**src/rtl/i2c_sample_reader.sv**
```systemverilog
// Open-drain I2C master: one 16-bit ADC read per start (pointer write, repeated START, two-byte read).
// Takes 192*CLK_DIV clocks per read; start is dropped while busy and in the cycle busy falls.
module i2c_sample_reader #(
  parameter int          CLK_DIV  = 250,
  parameter logic [6:0]  DEV_ADDR = 7'h48,
  parameter logic [7:0]  REG_ADDR = 8'h00
) (
  input  logic        clk,
  input  logic        rst,
  input  logic        start,
  input  logic        sda_i,
  output logic        scl_oe,
  output logic        sda_oe,
  output logic        busy,
  output logic [15:0] sample,
  output logic        sample_valid,
  output logic        ack_err
);

  localparam int DW = (CLK_DIV > 1) ? $clog2(CLK_DIV) : 1;
  localparam logic [DW-1:0] DIV_LAST = DW'(CLK_DIV - 1);

  typedef enum logic [2:0] {
    IDLE, START, SEND_BYTE, GET_ACK, RSTART, RECV_BYTE, SEND_ACK, STOP
  } state_t;

  state_t        state, state_nxt;
  logic [DW-1:0] div_cnt;
  logic [1:0]    q;
  logic [2:0]    bit_cnt;
  logic [2:0]    byte_idx;   // 0 addr+W, 1 reg, 2 addr+R, 3/4 received bytes
  logic          rx_bit;
  logic          failed;
  logic [15:0]   rx;
  logic [7:0]    tx_byte;
  logic          q_end, bit_end, samp_pt;

  assign q_end   = (div_cnt == DIV_LAST);
  assign bit_end = q_end && (q == 2'd3);
  assign samp_pt = q_end && (q == 2'd2);

  always_comb begin
    state_nxt = state;
    case (state)
      IDLE:       if (start && !sample_valid && !ack_err) state_nxt = START;
      START,
      RSTART:     if (bit_end) state_nxt = SEND_BYTE;
      SEND_BYTE:  if (bit_end && bit_cnt == 3'd7) state_nxt = GET_ACK;
      GET_ACK: begin
        if (bit_end) begin
          if (rx_bit)                  state_nxt = STOP;
          else if (byte_idx == 3'd1)   state_nxt = RSTART;
          else if (byte_idx == 3'd2)   state_nxt = RECV_BYTE;
          else                         state_nxt = SEND_BYTE;
        end
      end
      RECV_BYTE:  if (bit_end && bit_cnt == 3'd7) state_nxt = SEND_ACK;
      SEND_ACK:   if (bit_end) state_nxt = (byte_idx == 3'd3) ? RECV_BYTE : STOP;
      STOP:       if (bit_end) state_nxt = IDLE;
      default:    state_nxt = IDLE;
    endcase
  end

  always_comb begin
    tx_byte = {DEV_ADDR, 1'b1};
    if (byte_idx == 3'd0) tx_byte = {DEV_ADDR, 1'b0};
    else if (byte_idx == 3'd1) tx_byte = REG_ADDR;
  end

  // Pin waveform is a pure decode of state and quarter; SDA moves only when Q0 begins.
  always_comb begin
    scl_oe = 1'b0;
    sda_oe = 1'b0;
    case (state)
      START, RSTART: begin
        case (q)
          2'd0:    scl_oe = (state == RSTART);
          2'd2:    sda_oe = 1'b1;
          2'd3:    begin scl_oe = 1'b1; sda_oe = 1'b1; end
          default: ;
        endcase
      end
      SEND_BYTE: begin
        scl_oe = !q[1];
        sda_oe = !tx_byte[3'd7 - bit_cnt];
      end
      GET_ACK, RECV_BYTE: scl_oe = !q[1];
      SEND_ACK: begin
        scl_oe = !q[1];
        sda_oe = (byte_idx == 3'd3);
      end
      STOP: begin
        scl_oe = (q == 2'd0);
        sda_oe = (q != 2'd3);
      end
      default: ;
    endcase
  end

  always_ff @(posedge clk or posedge rst) begin
    if (rst) begin
      state        <= IDLE;
      div_cnt      <= '0;
      q            <= 2'd0;
      bit_cnt      <= 3'd0;
      byte_idx     <= 3'd0;
      rx_bit       <= 1'b0;
      failed       <= 1'b0;
      rx           <= 16'h0000;
      busy         <= 1'b0;
      sample       <= 16'h0000;
      sample_valid <= 1'b0;
      ack_err      <= 1'b0;
    end else begin
      state        <= state_nxt;
      sample_valid <= 1'b0;
      ack_err      <= 1'b0;
      if (state == IDLE) begin
        div_cnt  <= '0;
        q        <= 2'd0;
        bit_cnt  <= 3'd0;
        byte_idx <= 3'd0;
        failed   <= 1'b0;
        if (state_nxt == START) begin
          busy <= 1'b1;
          rx   <= 16'h0000;
        end
      end else begin
        div_cnt <= q_end ? '0 : div_cnt + 1'b1;
        if (q_end) q <= q + 2'd1;
        if (samp_pt) begin
          rx_bit <= sda_i;
          if (state == RECV_BYTE) rx <= {rx[14:0], sda_i};
        end
        if (bit_end) begin
          if (state == SEND_BYTE || state == RECV_BYTE) bit_cnt <= bit_cnt + 3'd1;
          if (state == GET_ACK || state == SEND_ACK) byte_idx <= byte_idx + 3'd1;
          if (state == GET_ACK && rx_bit) failed <= 1'b1;
          if (state == STOP) begin
            busy <= 1'b0;
            if (failed) begin
              ack_err <= 1'b1;
            end else begin
              sample       <= rx;
              sample_valid <= 1'b1;
            end
          end
        end
      end
    end
  end

endmodule

```
**config.mk**
```make
export PLATFORM = sky130hd
export DESIGN_NAME = i2c_sample_reader
export DESIGN_NICKNAME = d
export VERILOG_FILES = /design/src/rtl/i2c_sample_reader.sv
export SDC_FILE = /design/constraint.sdc
export NUM_CORES = 1
export LEC_CHECK = 0
export ABC_AREA = 0
export BUFFER_PORTS_ARGS = -buffer_cell sky130_fd_sc_hd__clkbuf_2
export CAP_MARGIN = 20
export CORE_ASPECT_RATIO = 1.75
export CORE_MARGIN = 3
export CORE_UTILIZATION = 50
export CTS_CLUSTER_SIZE = 40
export DETAILED_ROUTE_END_ITERATION = 6
export GPL_TIMING_DRIVEN = 0
export PLACE_DENSITY = 0.67
export SLEW_MARGIN = 20
export SYNTH_ARGS = -nofsm -noshare
export SYNTH_HDL_FRONTEND = slang
export SYNTH_SLANG_ARGS = --single-unit
```
**constraint.sdc**
```tcl
create_clock -name clk -period 2.3 [get_ports clk]
set_input_delay 0.69 -clock clk [delete_from_list [all_inputs] [get_ports clk]]
set_output_delay 0.69 -clock clk [all_outputs]
set_load 0.01 [all_outputs]
```
==> flow_summary.json <==
{
  "drive_above_1_share": 0.289,
  "drt_iter0_markers": 203,
  "finalCritPeriodShare": 1.02,
  "final-seq-area_mm2": 0.00141,
  "drv_slew": 0,
  "clk_root_buffer_cell": "clkbuf_8",
  "first_global_vias": 2220,
  "antenna_found_initial": 0,
  "route.final.wire_length_um": 6080,
  "worstMarginPinSlew_ps": 675,
  "hold_path.class": "input pin to async pin",
  "antenna_cells": 0,
  "dieArea_mm2": 0.00660,
  "setup_viol": 2,
  "synth_seq_cells": 56,
  "grt_setup_unrepaired": "true",
  "cpPeakStageDelay_ps": 450,
  "multi_input_area_mm2": 0.00138,
  "crit_chain": "buf_6 -> ha_4 -> mux2_4 -> a21oi_2 -> o41ai_2 -> buf_2",
  "cts.sink_count": 56,
  "dp.final_hpwl_um": 4230,
  "dpl.cell_count": 379,
  "violations": "setup timing",
  "io_pins": 25,
  "clock.fmax_ghz": 0.427,
  "crit_path_end_kind": "output port",
  "cts_tree": "done",
  "drc": 0,
  "cts_buffer_depth": 2,
  "viasPerCell": 5.67,
  "layout_setup_ws_ps": -39.7,
  "grt-ovfl-total": 0,
  "instances_no_fill": 396,
  "finalPower_w": 0.00155,
  "cap_violations": 0,
  "final_area_mm2": 0.00330,
  "wl_per_cell_um": 15.3,
  "synthTopCellsByArea": "dfrtp_1 50%, mux2_2 7.6%, nand2_1 5.9%",
  "cp_max_fo": 3,
  "yosysUniqueCellTypes": 47,
  "async_flop_share": 1.00,
  "fillerInstances": 469,
  "timing.final.crit_period_ps": 2340,
  "grt_max_degree": 57,
  "critPathKind": "flip-flop to output port",
  "status": "finished with violations",
  "ant_nets": 0,
  "cp.required_ps": 1610,
  "ctsHoldBuffers": 0,
  "peakVddDrop_mv": 0.518,
  "cp-start-kind": "flip-flop",
  "yosys.area.top_type": "dfrtp_1",
  "initial_core_util": 0.527,
  "grt_pass1_wl_um": 10500,
  "place_congestion": 0.883,
  "slowest_stage": "dfrtp_2",
  "die_w_um": 62.7,
  "syn_to_final_growth_pct": 17.2,
  "final_nets": 337,
  "std_cell_rows": 35,
  "cellPowerDensity_mw_per_mm2": 469,
  "coreArea_mm2": 0.00534,
  "syn_area_per_cell_um2": 10.0,
  "synth_fp_nets": 297,
  "syn_area_mm2": 0.00281,
  "clk_latency_ps": 300,
  "yosysWarnings": 0,
  "gr-usage-all-layers": 0.196,
  "h-tree-depth": 2,
  "synthFlopType": "dfrtp_1",
  "arrival_ps": 1650,
  "power.leakage_nw": 1.45,
  "synth_edf_count": 0,
  "path_buf_inv": 2,
  "relSlewSlack": 0.547,
  "yosysTopAreaCellShare": 0.498,
  "ys_seq_area_frac": 0.498,
  "die_y_um": 105,
  "port_buffers": 24,
  "postPlaceCellArea_mm2": 0.00303,
  "fin_hold_ws_ps": 465,
  "syn-instance-count": 281,
  "numCtsBuffers": 5,
  "crit_family": "flip-flops",
  "finalHoldViolCount": 0,
  "drt_pass1_iterations": 4,
  "clock_skew_ps": 5.90,
  "tns_ps": -61.1,
  "path_clk_slew_ps": 100,
  "via_count": 2245
}
[metrics by stage]
step,setup slack (ps),util
floorplan,196,-
global placement,-409,0.567
detailed placement,30.9,0.567
CTS,-46.1,0.614
global route,-118,0.617
finish,-39.7,0.617
[worst reg2reg max path, cell delays in order (launching register included)]
cell and delay (ps):
dfrtp_1 420, inv_1 70, ha_1 160, and3b_1 210, nand2_2 130, nor4_4 480, buf_6 240, mux2_2 340
[layer usage]
metal / up-vias / track usage / wire, um
li1: 1076 / - / -
met1: 1087 / 0.242 / 2520
met2: 65 / 0.340 / 3180
met3: 17 / 0.0352 / 265
met4: 0 / 0.0727 / 119
met5: - / 0 / 0
[what timing repair did]
action,in CTS,in global routing
gates resized for setup,32,5
buffers inserted,9,1
endpoints found under the setup margin,2,11
pin swaps,7,3
[registers in the layout, summed over array words and instances (netlist names)]
| register | cells |
|---|---|
| div_cnt | 8 |
| q | 2 |
| sample | 16 |
| sample_valid | 1 |
| rx | 16 |
| busy | 1 |
| failed | 1 |
| bit_cnt | 3 |
| state | 3 |
| rx_bit | 1 |
| byte_idx | 3 |
| ack_err | 1 |
[power breakdown]
group / switching [W] / leakage (nW) / internal (W) / total [W]
logic: 0.0000196 / 0.735 / 0.00000225 / 0.0000219
clock network: 0.000323 / 0.0485 / 0.000219 / 0.000542
registers: 0 / 0.671 / 0.000984 / 0.000984
[synthesized netlist by cell type, types with 2 or more instances]
library cell	number
mux2i_1	2
o31ai_1	2
nor2_1	14
o32ai_1	4
xor2_1	3
nand3b_1	4
mux2_2	19
a31oi_1	2
o21ai_1	2
nor3_1	7
ha_1	12
o211ai_1	2
o22ai_1	2
nand3_1	10
maj3_1	2
nand2_1	44
inv_1	14
nor2b_1	3
nand4_1	3
o21ai_0	26
clkbuf_1	11
dfrtp_1	56
a21oi_1	11
xnor2_1	3
[final cells by class]
| type | instances | share of cell area |
|---|---|---|
| plain buffers | 12 | 0.0220 |
| clock buffers | 5 | 0.0209 |
| clock inverters | 3 | 0.00683 |
| inverters | 14 | 0.0167 |
| multi-input cells | 198 | 0.418 |
| flip-flops and latches | 56 | 0.427 |
| well taps | 74 | 0.0281 |
| repair buffers | 34 | 0.0603 |
[logic make-up after synthesis]
| logic type | Yosys count | synth area share |
|---|---|---|
| buffers and inverters | 27 | 0.0391 |
| and+or+nand+nor | 96 | 0.167 |
| AOI/OAI and AO/OA | 61 | 0.134 |
| muxes | 21 | 0.0832 |
| DFF | 56 | 0.498 |
| xor gates and xnor gates | 6 | 0.0187 |
| adders and majority gates | 14 | 0.0605 |
[final timing paths]
kind / start / end / slack, ps / cells past startpoint
min in group clk: div_cnt[0]$_DFF_PP0_ / div_cnt[0]$_DFF_PP0_ / 490 / 1
max in group asynchronous: rst / byte_idx[1]$_DFFE_PP0P_ / 1330 / 2
min reg2reg: div_cnt[0]$_DFF_PP0_ / div_cnt[0]$_DFF_PP0_ / 490 / 1
max reg2reg: div_cnt[1]$_DFF_PP0_ / sample[0]$_DFFE_PP0P_ / 160 / 7
max: byte_idx[0]$_DFFE_PP0P_ / sda_oe / -40 / 6
min: rst / sample[3]$_DFFE_PP0P_ / 470 / 2
[placed cells by master (no fill, tap or decap), types with 7 or more instances in the layout]
cell type,n
a21oi_1,10
dfrtp_1,51
nor2_1,14
buf_4,9
o21ai_0,23
nand2_1,44
nand3_1,10
clkbuf_2,24
mux2_2,18
nor3_1,7
inv_1,8
No activity file was read; power rests on OpenSTA's default activity.
